$ cat src/rtl/logic_issue_stage_if.sv
// Bundle of request, logic-unit and result signals around the logic issue stage.
// Handshake: a transfer happens at a rising edge where valid && ready are both 1; ready never waits on valid.
interface logic_issue_stage_if #(
    parameter int DEPTH = 4,
    parameter int W     = 32
);
    logic                     in_valid;
    logic                     in_ready;
    logic [2:0]               in_op;
    logic [W-1:0]             in_a;
    logic [W-1:0]             in_b;
    logic [2:0]               lu_op;
    logic [W-1:0]             lu_a;
    logic [W-1:0]             lu_b;
    logic [W-1:0]             lu_c;
    logic                     res_valid;
    logic                     res_ready;
    logic [W-1:0]             res_data;
    logic [2:0]               res_op;
    logic [$clog2(DEPTH):0]   count;

    modport master (
        output in_valid, in_op, in_a, in_b, lu_c, res_ready,
        input  in_ready, lu_op, lu_a, lu_b, res_valid, res_data, res_op, count
    );

    modport slave (
        input  in_valid, in_op, in_a, in_b, lu_c, res_ready,
        output in_ready, lu_op, lu_a, lu_b, res_valid, res_data, res_op, count
    );
endinterface

$ cat src/rtl/logic_issue_stage.sv
// Request FIFO feeding an external combinational logic unit, with a one-entry
// result register that holds its value until the consumer takes it.
module logic_issue_stage #(
    parameter int DEPTH = 4,
    parameter int W     = 32
) (
    input  logic               clk,
    input  logic               rst_n,
    logic_issue_stage_if.slave bus
);
    localparam int AW = $clog2(DEPTH);
    localparam int CW = AW + 1;
    localparam logic [CW-1:0] C_DEPTH = CW'(DEPTH);
    localparam logic [CW-1:0] C_ONE   = CW'(1);
    localparam logic [AW-1:0] P_ONE   = AW'(1);

    logic [2:0]    r_mem_op [DEPTH];
    logic [W-1:0]  r_mem_a  [DEPTH];
    logic [W-1:0]  r_mem_b  [DEPTH];

    logic [AW-1:0] r_wr_ptr;
    logic [AW-1:0] r_rd_ptr;
    logic [CW-1:0] r_count;
    logic          r_res_valid;
    logic [W-1:0]  r_res_data;
    logic [2:0]    r_res_op;

    logic          w_empty;
    logic          w_in_ready;
    logic          w_push;
    logic          w_pop;

    assign w_empty    = (r_count == '0);
    // Full is judged on the registered count only, so a pop in the full cycle does not open the input.
    assign w_in_ready = (r_count < C_DEPTH);
    assign w_push     = bus.in_valid && w_in_ready;
    assign w_pop      = !w_empty && (!r_res_valid || bus.res_ready);

    assign bus.in_ready  = w_in_ready;
    assign bus.lu_op     = w_empty ? 3'b000 : r_mem_op[r_rd_ptr];
    assign bus.lu_a      = w_empty ? '0     : r_mem_a[r_rd_ptr];
    assign bus.lu_b      = w_empty ? '0     : r_mem_b[r_rd_ptr];
    assign bus.res_valid = r_res_valid;
    assign bus.res_data  = r_res_data;
    assign bus.res_op    = r_res_op;
    assign bus.count     = r_count;

    // Storage is left uncleared; occupancy alone decides what is live.
    always_ff @(posedge clk) begin
        if (rst_n && w_push) begin
            r_mem_op[r_wr_ptr] <= bus.in_op;
            r_mem_a[r_wr_ptr]  <= bus.in_a;
            r_mem_b[r_wr_ptr]  <= bus.in_b;
        end
    end

    always_ff @(posedge clk) begin
        if (!rst_n) begin
            r_wr_ptr    <= '0;
            r_rd_ptr    <= '0;
            r_count     <= '0;
            r_res_valid <= 1'b0;
            r_res_data  <= '0;
            r_res_op    <= 3'b000;
        end else begin
            if (w_push) begin
                r_wr_ptr <= r_wr_ptr + P_ONE;
            end
            if (w_pop) begin
                r_rd_ptr    <= r_rd_ptr + P_ONE;
                r_res_data  <= bus.lu_c;
                r_res_op    <= r_mem_op[r_rd_ptr];
                r_res_valid <= 1'b1;
            end else if (r_res_valid && bus.res_ready) begin
                r_res_valid <= 1'b0;
            end
            case ({w_push, w_pop})
                2'b10:   r_count <= r_count + C_ONE;
                2'b01:   r_count <= r_count - C_ONE;
                default: r_count <= r_count;
            endcase
        end
    end
endmodule

$ cat src/flat_wrapper.sv
// flat-port wrapper written by rule: the top's interface ports become plain ports
module logic_issue_stage_flat 
#(
    parameter int DEPTH = 4,
    parameter int W     = 32
)
  (clk, rst_n, bus_in_valid, bus_in_op, bus_in_a, bus_in_b, bus_lu_c, bus_res_ready, bus_in_ready, bus_lu_op, bus_lu_a, bus_lu_b, bus_res_valid, bus_res_data, bus_res_op, bus_count);
  logic_issue_stage_if #(.DEPTH(DEPTH), .W(W)) bus_i ();
  input  logic clk;
  input  logic rst_n;
  input wire logic [$bits(bus_i.in_valid)-1:0] bus_in_valid;
  input wire logic [$bits(bus_i.in_op)-1:0] bus_in_op;
  input wire logic [$bits(bus_i.in_a)-1:0] bus_in_a;
  input wire logic [$bits(bus_i.in_b)-1:0] bus_in_b;
  input wire logic [$bits(bus_i.lu_c)-1:0] bus_lu_c;
  input wire logic [$bits(bus_i.res_ready)-1:0] bus_res_ready;
  output wire logic [$bits(bus_i.in_ready)-1:0] bus_in_ready;
  output wire logic [$bits(bus_i.lu_op)-1:0] bus_lu_op;
  output wire logic [$bits(bus_i.lu_a)-1:0] bus_lu_a;
  output wire logic [$bits(bus_i.lu_b)-1:0] bus_lu_b;
  output wire logic [$bits(bus_i.res_valid)-1:0] bus_res_valid;
  output wire logic [$bits(bus_i.res_data)-1:0] bus_res_data;
  output wire logic [$bits(bus_i.res_op)-1:0] bus_res_op;
  output wire logic [$bits(bus_i.count)-1:0] bus_count;
  assign bus_i.in_valid = bus_in_valid;
  assign bus_i.in_op = bus_in_op;
  assign bus_i.in_a = bus_in_a;
  assign bus_i.in_b = bus_in_b;
  assign bus_i.lu_c = bus_lu_c;
  assign bus_i.res_ready = bus_res_ready;
  assign bus_in_ready = bus_i.in_ready;
  assign bus_lu_op = bus_i.lu_op;
  assign bus_lu_a = bus_i.lu_a;
  assign bus_lu_b = bus_i.lu_b;
  assign bus_res_valid = bus_i.res_valid;
  assign bus_res_data = bus_i.res_data;
  assign bus_res_op = bus_i.res_op;
  assign bus_count = bus_i.count;
  logic_issue_stage #(.DEPTH(DEPTH), .W(W)) u_core (.clk(clk), .rst_n(rst_n), .bus(bus_i));
endmodule
$ cat config.mk
export PLATFORM = sky130hd
export DESIGN_NAME = logic_issue_stage_flat
export DESIGN_NICKNAME = d
export VERILOG_FILES = /design/src/rtl/logic_issue_stage_if.sv /design/src/rtl/logic_issue_stage.sv /design/src/flat_wrapper.sv
export SDC_FILE = /design/constraint.sdc
export NUM_CORES = 1
export LEC_CHECK = 0
export CORE_MARGIN = 5
export CORE_UTILIZATION = 30
export CTS_BUF_LIST = sky130_fd_sc_hd__clkbuf_8
export DETAILED_ROUTE_END_ITERATION = 7
export GPL_TIMING_DRIVEN = 1
export REMOVE_ABC_BUFFERS = 1
export SLEW_MARGIN = 20
export SYNTH_ARGS = -nofsm -noshare
export SYNTH_HDL_FRONTEND = slang
export SYNTH_SLANG_ARGS = --single-unit
$ cat constraint.sdc
create_clock -name clk -period 3.7 [get_ports clk]
set_input_delay 0.74 -clock clk [delete_from_list [all_inputs] [get_ports clk]]
set_output_delay 0.74 -clock clk [all_outputs]
set_load 0.01 [all_outputs]
== After elaboration in Yosys (flattened, before gate mapping) ==
Memories as Yosys holds them, arrays and structs flattened. A register that Yosys moved wholly into a read port is not among the register bits.
Index checks and enable logic that the tools add are counted.
Word-level totals
  RAM bits: 268
  memories: 3
  logic and storage cells: 40
  flip-flop bits (word level): 43
  input port bits: 103
Memory list
  u_core.r_mem_a: depth 4, width 32, rd ports 1, clocked after Yosys merged registers in 1, write ports 1, line logic_issue_stage.sv:18  | logic [W-1:0] r_mem_a [DEPTH];
  u_core.r_mem_b: depth 4, width 32, rd ports 1, clocked after Yosys merged registers in 1, write ports 1, line logic_issue_stage.sv:19  | logic [W-1:0] r_mem_b [DEPTH];
  u_core.r_mem_op: depth 4, width 3, rd ports 1, clocked after Yosys merged registers in 1, write ports 1, line logic_issue_stage.sv:17  | logic [2:0] r_mem_op [DEPTH];
Operators by class
  order comparisons: 1
  muxes and demuxes: 14
  add/sub/neg operators: 4
  reduce and logical (&&, ||, !) cells: 10
  equality and inequality tests: 2
Operators by type and width (count)
  $mux 32: 2
  $mux 2: 6
  $pmux 3 s2: 1
  $add 2x1->2 const B: 2
  $logic_and 1x1->1: 4
  $mux 1: 4
  $reduce_bool 2->1: 2
  $add 3x1->3 const B: 1
  $logic_not 3->1: 1
  $lt 3x3->1 const B: 1
  $mux 3: 1
  $sub 3x1->3 const B: 1
  $eq 2x1->1 const B: 1
  $eq 2x2->1 const B: 1
  $logic_not 1->1: 2
  $logic_or 1x1->1: 1

== Longest topological paths before layout ==
Gate-level depths: netlist (run 1).
  depth after elaboration: 5
  mapped depth: 10
  gate-level depth less buffers: 8

== Least setup slack after synthesis (run 1) ==
No wires, ideal clock.
  kind: input-to-reg
  start point: input bus_in_valid
  end point: memory u_core.r_mem_a[1][0] (enable)
  stages: 3
  buffers on the path: 1
  arrival: 2729 ps
  path slack: 538 ps
  required time: 3267 ps
  setup time: 433 ps
  cell sequence: nor2b_1 clkbuf_1 and3_1
On the way
  longest elaborated chain between the ends: 4
RTL lines
  start: declaration: line flat_wrapper.sv:11  | input wire logic [$bits(bus_i.in_valid)-1:0] bus_in_valid;
  $logic_and 1x1->1: line logic_issue_stage.sv:36  | assign w_push = bus.in_valid && w_in_ready;
  $logic_and 1x1->1: line logic_issue_stage.sv:50  | if (rst_n && w_push) begin
  $mux 1: line logic_issue_stage.sv:50
  $mux 1 (not written as such): line logic_issue_stage.sv:52  | r_mem_a[r_wr_ptr] <= bus.in_a;
  end: declaration: line logic_issue_stage.sv:18
No other way between the ends.

==> results of run 1 <==
-- worst min-delay path: stages (launching register included) --
cell and delay (ns):
dfxtp_1 0.30, o21ai_0 0.06, a21oi_1 0.06
-- cell families (layout without fill, tap and decap cells) --
group	count (synthesis)	after routing
compound gates	77	77
xor+xnor	3	3
fa+ha+maj	6	6
buf+inv	52	323
flops	313	313
mux	69	69
simple gates	122	122
-- metrics by stage --
step	worst slack [ns]	total power [mW]	hold slack (ns)
2_1_floorplan	-0.7484	6.367	0.4489
3_3_place_gp	0.8244	8.346	0.4586
3_5_place_dp	0.8203	8.352	0.4660
4_1_cts	0.1127	11.12	0.4740
5_1_grt	0.05912	11.55	0.4918
6_report	0.2580	10.87	0.4725
-- final timing paths --
kind	cells after the start	startpoint	to
worst max-delay path	4	flip-flop	bus_lu_op[0]
worst max register to register	9	u_core.bus.count[2]	u_core.bus.count[2]
worst min register to register	2	u_core.bus.res_data[12]	u_core.bus.res_data[12]
worst min-delay path	2	u_core.bus.res_data[12]	u_core.bus.res_data[12]
-- state kept, by name, indices dropped and copies added, names as in the netlist, named ones only --
signal and flops:
u_core.r_wr_ptr 2, u_core.r_rd_ptr 2, u_core.bus.res_valid 1, u_core.bus.res_op 3, u_core.r_mem_a 128, u_core.r_mem_b 128, u_core.bus.res_data 32, u_core.bus.count 3
u_core.r_mem_op 12
-- cells in the mapped netlist, drive strengths merged --
| cell | n |
|---|---|
| dfxtp | 45 |
| a21oi | 40 |
| buf | 20 |
| clkbuf | 24 |
| fa | 1 |
| and2 | 67 |
| mux4 | 67 |
| xnor2 | 1 |
| and3 | 4 |
| or3 | 3 |
| nand2b | 2 |
| inv | 7 |
| edfxtp | 268 |
| nor2 | 6 |
| xor2 | 2 |
| o21ai | 37 |
| clkinv | 1 |
| ha | 5 |
| mux2i | 2 |
| nand3 | 36 |
| nand2 | 1 |
| nor2b | 2 |
| nor3 | 1 |
-- cells in the final DEF, fill, tap and decap left out, types with 2 or more instances in the layout --
cell type          n
inv_1             27
nor2_1             6
ha_1               5
nand3_1           36
buf_4              8
clkdlybuf4s50_1  209
clkinv_2           5
dfxtp_1           43
xor2_1             2
edfxtp_1         268
inv_6              2
clkinv_1          10
a21oi_1           40
clkbuf_8          52
buf_12             8
mux2i_1            2
and2_1            67
or3_1              2
dfxtp_4            2
o21ai_0           37
mux4_2            67
and3_4             4
nand2b_1           2
-- metal layers --
| layer | global-route usage | share of wire | up-vias |
|---|---|---|---|
| met5 | 0 | 0.00049 | - |
| met4 | 0.03870 | 0.019 | 2 |
| met3 | 0.03916 | 0.078 | 40 |
| met2 | 0.1890 | 0.47 | 231 |
| met1 | 0.1592 | 0.43 | 3275 |
| li1 | - | - | 2991 |
-- power groups by stage --
stage          clock network (mW)  registers (mW)  logic (mW)
2_1_floorplan                   0            4.59        1.77
3_3_place_gp                    0            4.42        3.92
3_5_place_dp                    0            4.44        3.91
4_1_cts                      2.82            4.37        3.93
5_1_grt                      2.98            4.40        4.17
6_report                     2.69            4.36        3.82
-- cell type report --
type / count / area (um^2) / area share
Clock buffer: 52 / 715.7 / 0.04579
Tap cell: 525 / 656.9 / 0.04203
Timing Repair Buffer: 225 / 2312 / 0.1479
Inverter: 8 / 30.03 / 0.001921
Multi-Input combinational cell: 277 / 2761 / 0.1767
Sequential cell: 313 / 8956 / 0.5730
Clock inverter: 38 / 197.7 / 0.01265
==> results_dict.tcl, run 1 <==
set metrics [dict create \
    status "finished clean" \
    synth_compound_area_frac 0.03221 \
    initial_utilization 0.3025 \
    root_buffer "clkbuf_8" \
    ctsHoldBuffers 0 \
    yosysWarnings 0 \
    worstSetupPathType "flip-flop to primary output" \
    sequentialPowerShare 0.401 \
    antenna_left 0 \
    cts_resized 0 \
    fmax_mhz 290.5 \
    synth_fa_ha_area_frac 0.006903 \
    synthTopCellsByArea "edfxtp_1, mux4_2, dfxtp_1" \
    p_clk_frac 0.248 \
    clock-skew-final_ns 0.02144 \
    core_um2 39550 \
    synthToLayoutAreaGrowth_pct 30.66 \
    worst_pin_slew_ns 0.5625 \
    synth_cell_types 27 \
    yosysSeqAreaShare 0.7480 \
    maxCapViolations 0 \
    vias 6539 \
    dieArea_um2 43970 \
    cts.path.max_buffers 3 \
    setup_viol 0 \
    place_inst 1348 \
    switching_share 0.3011 \
    period_share 0.9303 \
    p_per_area_nw_per_um2 695.5 \
    slew_headroom 0.6242 \
    synthSimpleGateAreaFrac 0.05889 \
    syn-cell-area_um2 11960 \
    grt_max_degree 68 \
    crit_family "buffers and inverters" \
    combPwrFrac 0.352 \
    diodes 0 \
    peakVddDrop_mv 0.4259 \
    antenna_found_initial 1 \
    end_kind "primary output" \
    cp_cell_sequence "buf_12, mux4_2, and2_1, clkdlybuf4s50_1" \
    netSwitchingPower_mw 3.274 \
    clkSinkCount 313 \
    hold_class "flip-flop to flip-flop" \
    internal-power_mw 7.597 \
    worstSetupStartpointType "flip-flop" \
    cts_buffers 50 \
    fillers 3649 \
    htree_levels 2 \
    wl_um 26570 \
    synth_xor_area_frac 0.002196 \
    syn_avg_cell_area_um2 18.63 \
    insertion_delay_ns 0.61 \
    drtPass1Iterations 4 \
    tns_ns 0 \
    p_leak_nw 5.041 \
    synth_top_area_cell "edfxtp_1" \
    cts_setup_buffers 0 \
    ys_ff_latch 313 \
    first_iter_violations 392 \
    die_y_um 209.7 \
    grt_pass1_wl_um 41520 \
    grt_usage 0.1203 \
    dpl-instance-area_um2 14720 \
    final_cells 1438 \
    rrSetupSlack_ns 1.43 \
    io_buffers 209 \
    finalNetCount 984 \
    via_per_inst 4.547 \
    rsz0062_at_grt "no" \
    drv_slew 0 \
    fin_crit_ns 3.442 \
    critical_path.max_stage_delay_ns 0.57 \
    cts_tree "done" \
    synth_mux_area_frac 0.1278 \
    synth_top_family_by_area "multiplexers" \
    gp_congestion 0.7299 \
    die-width_um 209.7 \
    drive_gt1_frac 0.1676 \
    grt_pass1_vias 7101 \
    synth_top_area_share 0.6727 \
    wl_per_cell_um 18.47 \
    drc 0 \
    hold_viol_final 0 \
    worstPathArrival_ns 2.70 \
    grt-ovfl-total 0 \
    place_hpwl_um 15750 \
    path_clk_slew_ns 0.06 \
    cp_data_required_time_ns 2.96 \
    postLayoutCellArea_um2 15630 \
    rows 73 \
    crit_fanout 24 \
    critPathBufInv 2 \
    io_pins 210 \
    synth_cells 642 \
    final_util 0.3952 \
    critPathSlowestCell "dfxtp_4" \
]
No activity file was read; power rests on OpenSTA's default activity.
==> inputs of run 2 (changes only) <==
- clock period: 3.7 -> 4.3 ns (I/O delays scaled with it)
==> run 2 against run 1 <==
Via count down 0.14%. Non-clock buffer count is the same. First-iteration DRC count is 24% lower. Sequential share of layout area down 0.43 points. Total power fell by 11%. Design area up 0.75%. Clock skew is 0.0040 ns higher. Cell count grew 0.49%. Sequential power decreased by 15%.
==> results_dict.tcl, run 2 (synthesis results as in run 1) <==
set metrics [dict create \
    grt-ovfl-total 0 \
    layout_common_cells "edfxtp_1, clkdlybuf4s50_1, mux4_2, and2_1, clkbuf_8" \
    end_kind "primary output" \
    grt_usage 0.1229 \
    hold_class "flip-flop to flip-flop" \
    worstPathArrival_ns 2.73 \
    drc 0 \
    grt_max_degree 75 \
    rsz0062_at_grt "no" \
    htree_levels 2 \
    total_power_mw 9.632 \
    io_pins 210 \
    cts_setup_buffers 0 \
    cp_cell_sequence "buf_4, mux4_2, and2_1, clkdlybuf4s50_1" \
    drtPass1Iterations 6 \
    path_clk_slew_ns 0.06 \
    crit_fanout 14 \
    rows 73 \
    tns_ns 0 \
    cts_resized 0 \
    dpl-instance-area_um2 14690 \
    clock-skew-final_ns 0.02546 \
    root_buffer "clkbuf_8" \
    period_share 0.8352 \
    p_leak_nw 5.117 \
    critical_path.max_stage_delay_ns 0.56 \
    place_ws_ns 1.299 \
    crit_family "buffers and inverters" \
    gp_congestion 0.7443 \
    slew_headroom 0.4899 \
    cts_tree "done" \
    setup_slack_ns 0.7085 \
    finalNetCount 987 \
    die_y_um 209.7 \
    ctsHoldBuffers 0 \
    die-width_um 209.7 \
    initial_utilization 0.3025 \
    clkSinkCount 313 \
    fin_crit_ns 3.592 \
    cts_buffers 53 \
    cp_data_required_time_ns 3.44 \
    synthToLayoutAreaGrowth_pct 31.64 \
    final_util 0.3982 \
    io_buffers 209 \
    place_hpwl_um 16040 \
    via_per_inst 4.519 \
    vias 6530 \
    maxCapViolations 0 \
    first_iter_violations 299 \
    fmax_mhz 278.4 \
    core_um2 39550 \
    critPathSlowestCell "mux4_2" \
    antenna_found_initial 1 \
    hold_viol_final 0 \
    worstSetupStartpointType "flip-flop" \
    dieArea_um2 43970 \
    worstSetupPathType "flip-flop to primary output" \
    grt_pass1_vias 6962 \
    worst_pin_slew_ns 0.7652 \
    drive_gt1_frac 0.1708 \
    grt_pass1_wl_um 42010 \
    antenna_left 0 \
    p_per_area_nw_per_um2 611.6 \
    final_common_cell "edfxtp_1" \
    status "finished clean" \
    insertion_delay_ns 0.61 \
    critPathBufInv 2 \
    wl_per_cell_um 19.03 \
    drv_slew 0 \
    postLayoutCellArea_um2 15750 \
    cts.path.max_buffers 3 \
    wl_um 27500 \
    peakVddDrop_mv 0.3114 \
    setup_viol 0 \
]
==> run 2: worst register-to-register path, cell delays in order, from the launching register on <==
cell	delay, ns
dfxtp_1	0.46
nor3_4	0.07
buf_4	0.25
nor2_1	0.16
ha_1	0.19
inv_1	0.06
fa_1	0.37
xor2_1	0.16
or3_1	0.31
a21oi_1	0.14
==> run 2: area by class of cell <==
| type | count | area (um^2) |
|---|---|---|
| flip-flops and latches | 313 | 8956 |
| clock buffers | 56 | 770.7 |
| clock inverters | 40 | 282.8 |
| inverters | 8 | 30.03 |
| fillers | 3627 | 23800 |
| diodes | 1 | 2.502 |
| well taps | 525 | 656.9 |
| multi-input cells | 277 | 2761 |
| repair buffers | 225 | 2287 |
==> run 2: per-stage QoR <==
step	hold slack [ns]	instances
after floorplan	0.4489	598
after global placement	0.4509	1348
after detailed placement	0.4678	1348
after CTS	0.4753	1444
after global routing	0.4973	1444
final	0.4736	1445
==> run 2: metal layers <==
| layer | track usage | up-vias | part of all wire |
|---|---|---|---|
| met5 | 0 | - | 0.00047 |
| met4 | 0.04703 | 2 | 0.024 |
| met3 | 0.03677 | 53 | 0.069 |
| met2 | 0.1950 | 207 | 0.47 |
| met1 | 0.1600 | 3270 | 0.44 |
| li1 | - | 2998 | - |
==> run 2: path summary, 6_finish.rpt <==
kind                                         startpoint                 endpoint  slack, ns  depth (start not counted)
worst max register to register      u_core.bus.count[2]      u_core.bus.count[2]       2.07                          9
worst min-delay path            u_core.bus.res_data[26]  u_core.bus.res_data[26]       0.47                          2
worst min register to register  u_core.bus.res_data[26]  u_core.bus.res_data[26]       0.47                          2
worst max-delay path                          flip-flop             bus_lu_a[11]       0.71                          4
==> run 2: where the power goes <==
group	switching [mW]	internal [mW]
Sequential	0.133	3.59
Combinational	1.54	1.73
Clock	1.20	1.45
Total	2.87	6.76
==> RTL change 1: new RTL, flow settings as in run 2 <==
Reset style: asynchronous (`rst_n`), changed in one clocked block.
--- a/src/rtl/logic_issue_stage.sv
+++ b/src/rtl/logic_issue_stage.sv
@@ -55,5 +55,5 @@
     end
 
-    always_ff @(posedge clk) begin
+    always_ff @(posedge clk or negedge rst_n) begin
         if (!rst_n) begin
             r_wr_ptr    <= '0;
Behaviour: differs if rst_n is asserted again (counterexample within 4 cycles, from zero or initial values and one cycle with rst_n low); with rst_n held inactive, the same outputs for 4 cycles.
==> RTL change 1 against run 2 <==
Clock skew decreased by 0.0070 ns; area after synthesis decreased by 0.63%; sequential share of layout area increased by 1.6 points; cell area decreased by 0.82%; total power increased by 3.0%; count of clock-buffer cells in the layout decreased by 2; setup slack got worse by 0.14 ns; die area decreased by 0.60%; routed wire length decreased by 3.9%; maximum frequency decreased by 3.8%; sequential cell count decreased by 2; largest cell class unchanged; largest power group unchanged.
==> RTL change 1: results (changes against run 2) <==
* Share of cell area taken by multi-input logic gates at 0.1649 (was 0.1754)
* Clock buf count at 54 (was 56)
* M1 GR Usage at 0.1373 (was 0.1600)
* Number of library cell types mapped by synthesis at 26 (was 27)
* Initial drt markers at 244 (was 299)
* Layout cells sized above 1 at 0.2229 (was 0.1708)
* DP Worst Slack at 1.053 ns (was 1.299 ns)
* Largest net degree at the start of global routing at 44 (was 75)
* Buffer share of cell area at 0.1447 (was 0.1452)
* Worst VDD drop at 310.8 uV (was 311.4 uV)
* WL/cell at 19.48 microns (was 19.03 microns)
* Filler instances at 3648 (was 3627)
* WL final at 26410 microns (was 27500 microns)
* Final Cell Area at 0.01562 sq mm (was 0.01575 sq mm)
* Top Family by Delay on Critical Path: simple AND/OR/NAND/NOR gates (was buffers and inverters)
* Pint at 7.058 mW (was 6.761 mW)
* Placed cells at 1261 (was 1348)
* Global-route wire length before repair at 40400 microns (was 42010 microns)
* Status: finished clean (unchanged)
* Non-clock buffer total of the final layout at 222 (was 225)
* Post-synth top cells: edfxtp_1, and2_1, mux4_2, dfrtp_1, mux2_2 (was edfxtp_1, and2_1, mux4_2, dfxtp_1, a21oi_1)
* Grt met3 use at 0.02822 (was 0.03677)
* DR WL met2 at 13980 microns (was 12790 microns)
* Clk. pwr at 2.42 mW (was 2.65 mW)
* Post-synthesis async set-or-reset flop share at 0.1383 (was 0)
* M1 wire length at 10370 microns (was 12150 microns)
* Seq group at 3.86 mW (was 3.72 mW)
* Largest cells by area after synthesis: edfxtp_1, mux4_2, dfrtp_1 (was edfxtp_1, mux4_2, dfxtp_1)
* Synth Area per Inst at 21.93 sq um (was 18.63 sq um)
* Final HPWL DP at 16210 microns (was 16040 microns)
* DR WL met3 at 1287 microns (was 1885 microns)
RTL change 1: worst paths after layout:
check / end / slack [ns] / cells after the start
setup / recovery: bus_lu_a[10] / 0.57 / 4
hold / removal: u_core.bus.res_data[18]$_DFFE_PN0N_ / 0.48 / 2
setup reg to reg: u_core.bus.count[2]$_DFFE_PN0P_ / 1.70 / 9
hold reg to reg: u_core.bus.res_data[18]$_DFFE_PN0N_ / 0.50 / 1
max in group asynchronous: u_core.r_rd_ptr[1]$_DFFE_PN0N_ / 3.39 / 2
min in group clk: u_core.bus.res_data[18]$_DFFE_PN0N_ / 0.50 / 1
RTL change 1: logic make-up after synthesis:
group | count (synthesis) | synth area share
DFF | 311 | 0.7675
muxes | 103 | 0.1609
and+or+nand+nor | 79 | 0.04221
buffers and inverters | 36 | 0.01758
xor gates and xnor gates | 6 | 0.004421
adders and majority gates | 6 | 0.006947
AOI/OAI and AO/OA | 1 | 0.0004206
==> RTL change 2: new RTL, flow settings as in run 2 <==
Without the edit above. `DEPTH` is set to 4 in 3 places; all go to 8.
--- a/src/rtl/logic_issue_stage_if.sv
+++ b/src/rtl/logic_issue_stage_if.sv
@@ -2,5 +2,5 @@
 // Handshake: a transfer happens at a rising edge where valid && ready are both 1; ready never waits on valid.
 interface logic_issue_stage_if #(
-    parameter int DEPTH = 4,
+    parameter int DEPTH = 8,
     parameter int W     = 32
 );
--- a/src/rtl/logic_issue_stage.sv
+++ b/src/rtl/logic_issue_stage.sv
@@ -2,5 +2,5 @@
 // result register that holds its value until the consumer takes it.
 module logic_issue_stage #(
-    parameter int DEPTH = 4,
+    parameter int DEPTH = 8,
     parameter int W     = 32
 ) (
--- a/src/flat_wrapper.sv
+++ b/src/flat_wrapper.sv
@@ -2,5 +2,5 @@
 module logic_issue_stage_flat 
 #(
-    parameter int DEPTH = 4,
+    parameter int DEPTH = 8,
     parameter int W     = 32
 )
Ports: changed (resized bus_count); port bits go from 210 to 211. The function was not compared with the original's and may differ.
==> RTL change 2 against run 2 <==
Clock power is 81% higher; combinational power is 52% higher; routed wire length is 84% higher; sequential power is 83% higher; non-clock buffer count is 15 higher; total power is 72% higher; area after synthesis is 86% higher; setup slack worse by 0.30 ns; sequential cell count is 272 higher; maximum frequency is 7.6% lower; register-to-register slack worse by 0.58 ns; critical path depth is 1 higher; cell area is 76% higher; critical path type unchanged; highest routed layer unchanged.
==> RTL change 2: results (changes against run 2) <==
* Number of synthesized flops with an enable pin at 536 (was 268)
* Status: finished clean (unchanged)
* First-pass DRT Iterations at 5 (was 6)
* Nets at 1467 (was 987)
* Number of cells in the finished layout apart from fillers at 2398 (was 1445)
* Initial drt markers at 664 (was 299)
* Global-route wire length before repair at 75400 microns (was 42010 microns)
* Hold_sp: u_core.bus.res_data[1]$_SDFFE_PN0N_ (was u_core.bus.res_data[26]$_SDFFE_PN0N_)
* Placed cells at 2217 (was 1348)
* Clk_lat worst skew at 0.70 ns (was 0.61 ns)
* Actual slew at the worst max-slew pin at 0.7279 ns (was 0.7652 ns)
* Post-synthesis sequential area ratio at 0.7674 (was 0.7480)
* Gr usage total at 0.1262 (was 0.1229)
* IO buf count at 210 (was 209)
* CTS H-tree lvls at 3 (was 2)
* Worst VDD drop at 410.9 uV (was 311.4 uV)
* Cells after Synth at 1078 (was 642)
* Largest cells by area after synthesis: edfxtp_1, mux4_2, dfxtp_1 (unchanged)
* Crit-path max FO at 64 (was 14)
* Clock Skew at 0.02831 ns (was 0.02546 ns)
* Largest net degree at the start of global routing at 71 (was 75)
* Worst reg2reg path depth at 11 (was 9)
* Crit path largest cell delay at 0.58 ns (was 0.56 ns)
* Initial antenna violation count at 6 (was 1)
* Leakage power at 8.661 nW (was 5.117 nW)
* Layout cells sized above 1 at 0.2124 (was 0.1708)
* Vias in the first global route at 11981 (was 6962)
* Worst reg2reg startpoint: u_core.bus.count[0]$_SDFFE_PN0P_ (was u_core.bus.count[2]$_SDFFE_PN0P_)
* Number of library cell types mapped by synthesis at 32 (was 27)
* DR vias at 11116 (was 6530)
* Critical path's slowest cell: mux4_2 (unchanged)
RTL change 2: changes by cell type after synthesis, moves of 35 or more:
cell | run 2 | this run
edfxtp_1 | 268 | 536
o21ai_0 | 37 | 2
a21oi_1 | 40 | 4
mux4_2 | 67 | 134
nand2_1 | 1 | 73
and2_1 | 67 | 6
nor2_1 | 6 | 71
mux2i_1 | 2 | 70
RTL change 2: routing by layer:
layer | track usage | vias up | wire, microns
met3 | 0.03202 | 62 | 3245
met5 | 0 | - | 13
met2 | 0.2033 | 333 | 24080
met1 | 0.1688 | 5797 | 22350
li1 | - | 4922 | -
met4 | 0.04172 | 2 | 821
RTL change 2: power breakdown:
group | internal, mW | switching, mW | total [mW]
Sequential | 6.60 | 0.208 | 6.80
Combinational | 2.46 | 2.50 | 4.96
Clock | 2.59 | 2.20 | 4.79
RTL change 2: final cells by class:
| class | instances | area [sq um] |
|---|---|---|
| Fill cell | 6630 | 45520 |
| Sequential cell | 585 | 17090 |
| Multi-Input combinational cell | 430 | 4916 |
| Timing Repair Buffer | 240 | 2552 |
| Clock buffer | 103 | 1418 |
| Tap cell | 959 | 1200 |
| Clock inverter | 75 | 496.7 |
| Inverter | 3 | 11.26 |
| Antenna cell | 3 | 7.507 |
RTL change 2: cells by family after synthesis:
family	share of synthesized area
simple gates	0.03154
mux	0.1671
flops	0.7674
buf+inv	0.01394
compound gates	0.01445
xor+xnor	0.002755
fa+ha+maj	0.002811
RTL change 2: metrics by stage:
| stage | power, mW | hold WS (ns) | setup TNS [ns] | instance area [sq um] |
|---|---|---|---|---|
| after floorplan | 9.866 | 0.4509 | -921.44 | 21950 |
| after global placement | 11.96 | 0.4396 | 0 | 25770 |
| after detailed placement | 12.01 | 0.4473 | 0 | 25770 |
| after CTS | 16.88 | 0.4553 | 0 | 27680 |
| after global routing | 17.49 | 0.4816 | 0 | 27680 |
| final | 16.55 | 0.4556 | 0 | 27690 |
RTL change 2: worst paths after layout:
check	to	slack [ns]
max reg2reg	u_core.bus.count[2]$_SDFFE_PN0P_	1.49
max	bus_lu_b[24]	0.41
min	u_core.bus.res_data[1]$_SDFFE_PN0N_	0.46
min reg2reg	u_core.bus.res_data[1]$_SDFFE_PN0N_	0.46
RTL change 2: tightest hold or removal path: stages (launching register included):
cell and delay [ns]:
dfxtp_1 0.31, nand2_1 0.05, a21boi_1 0.05
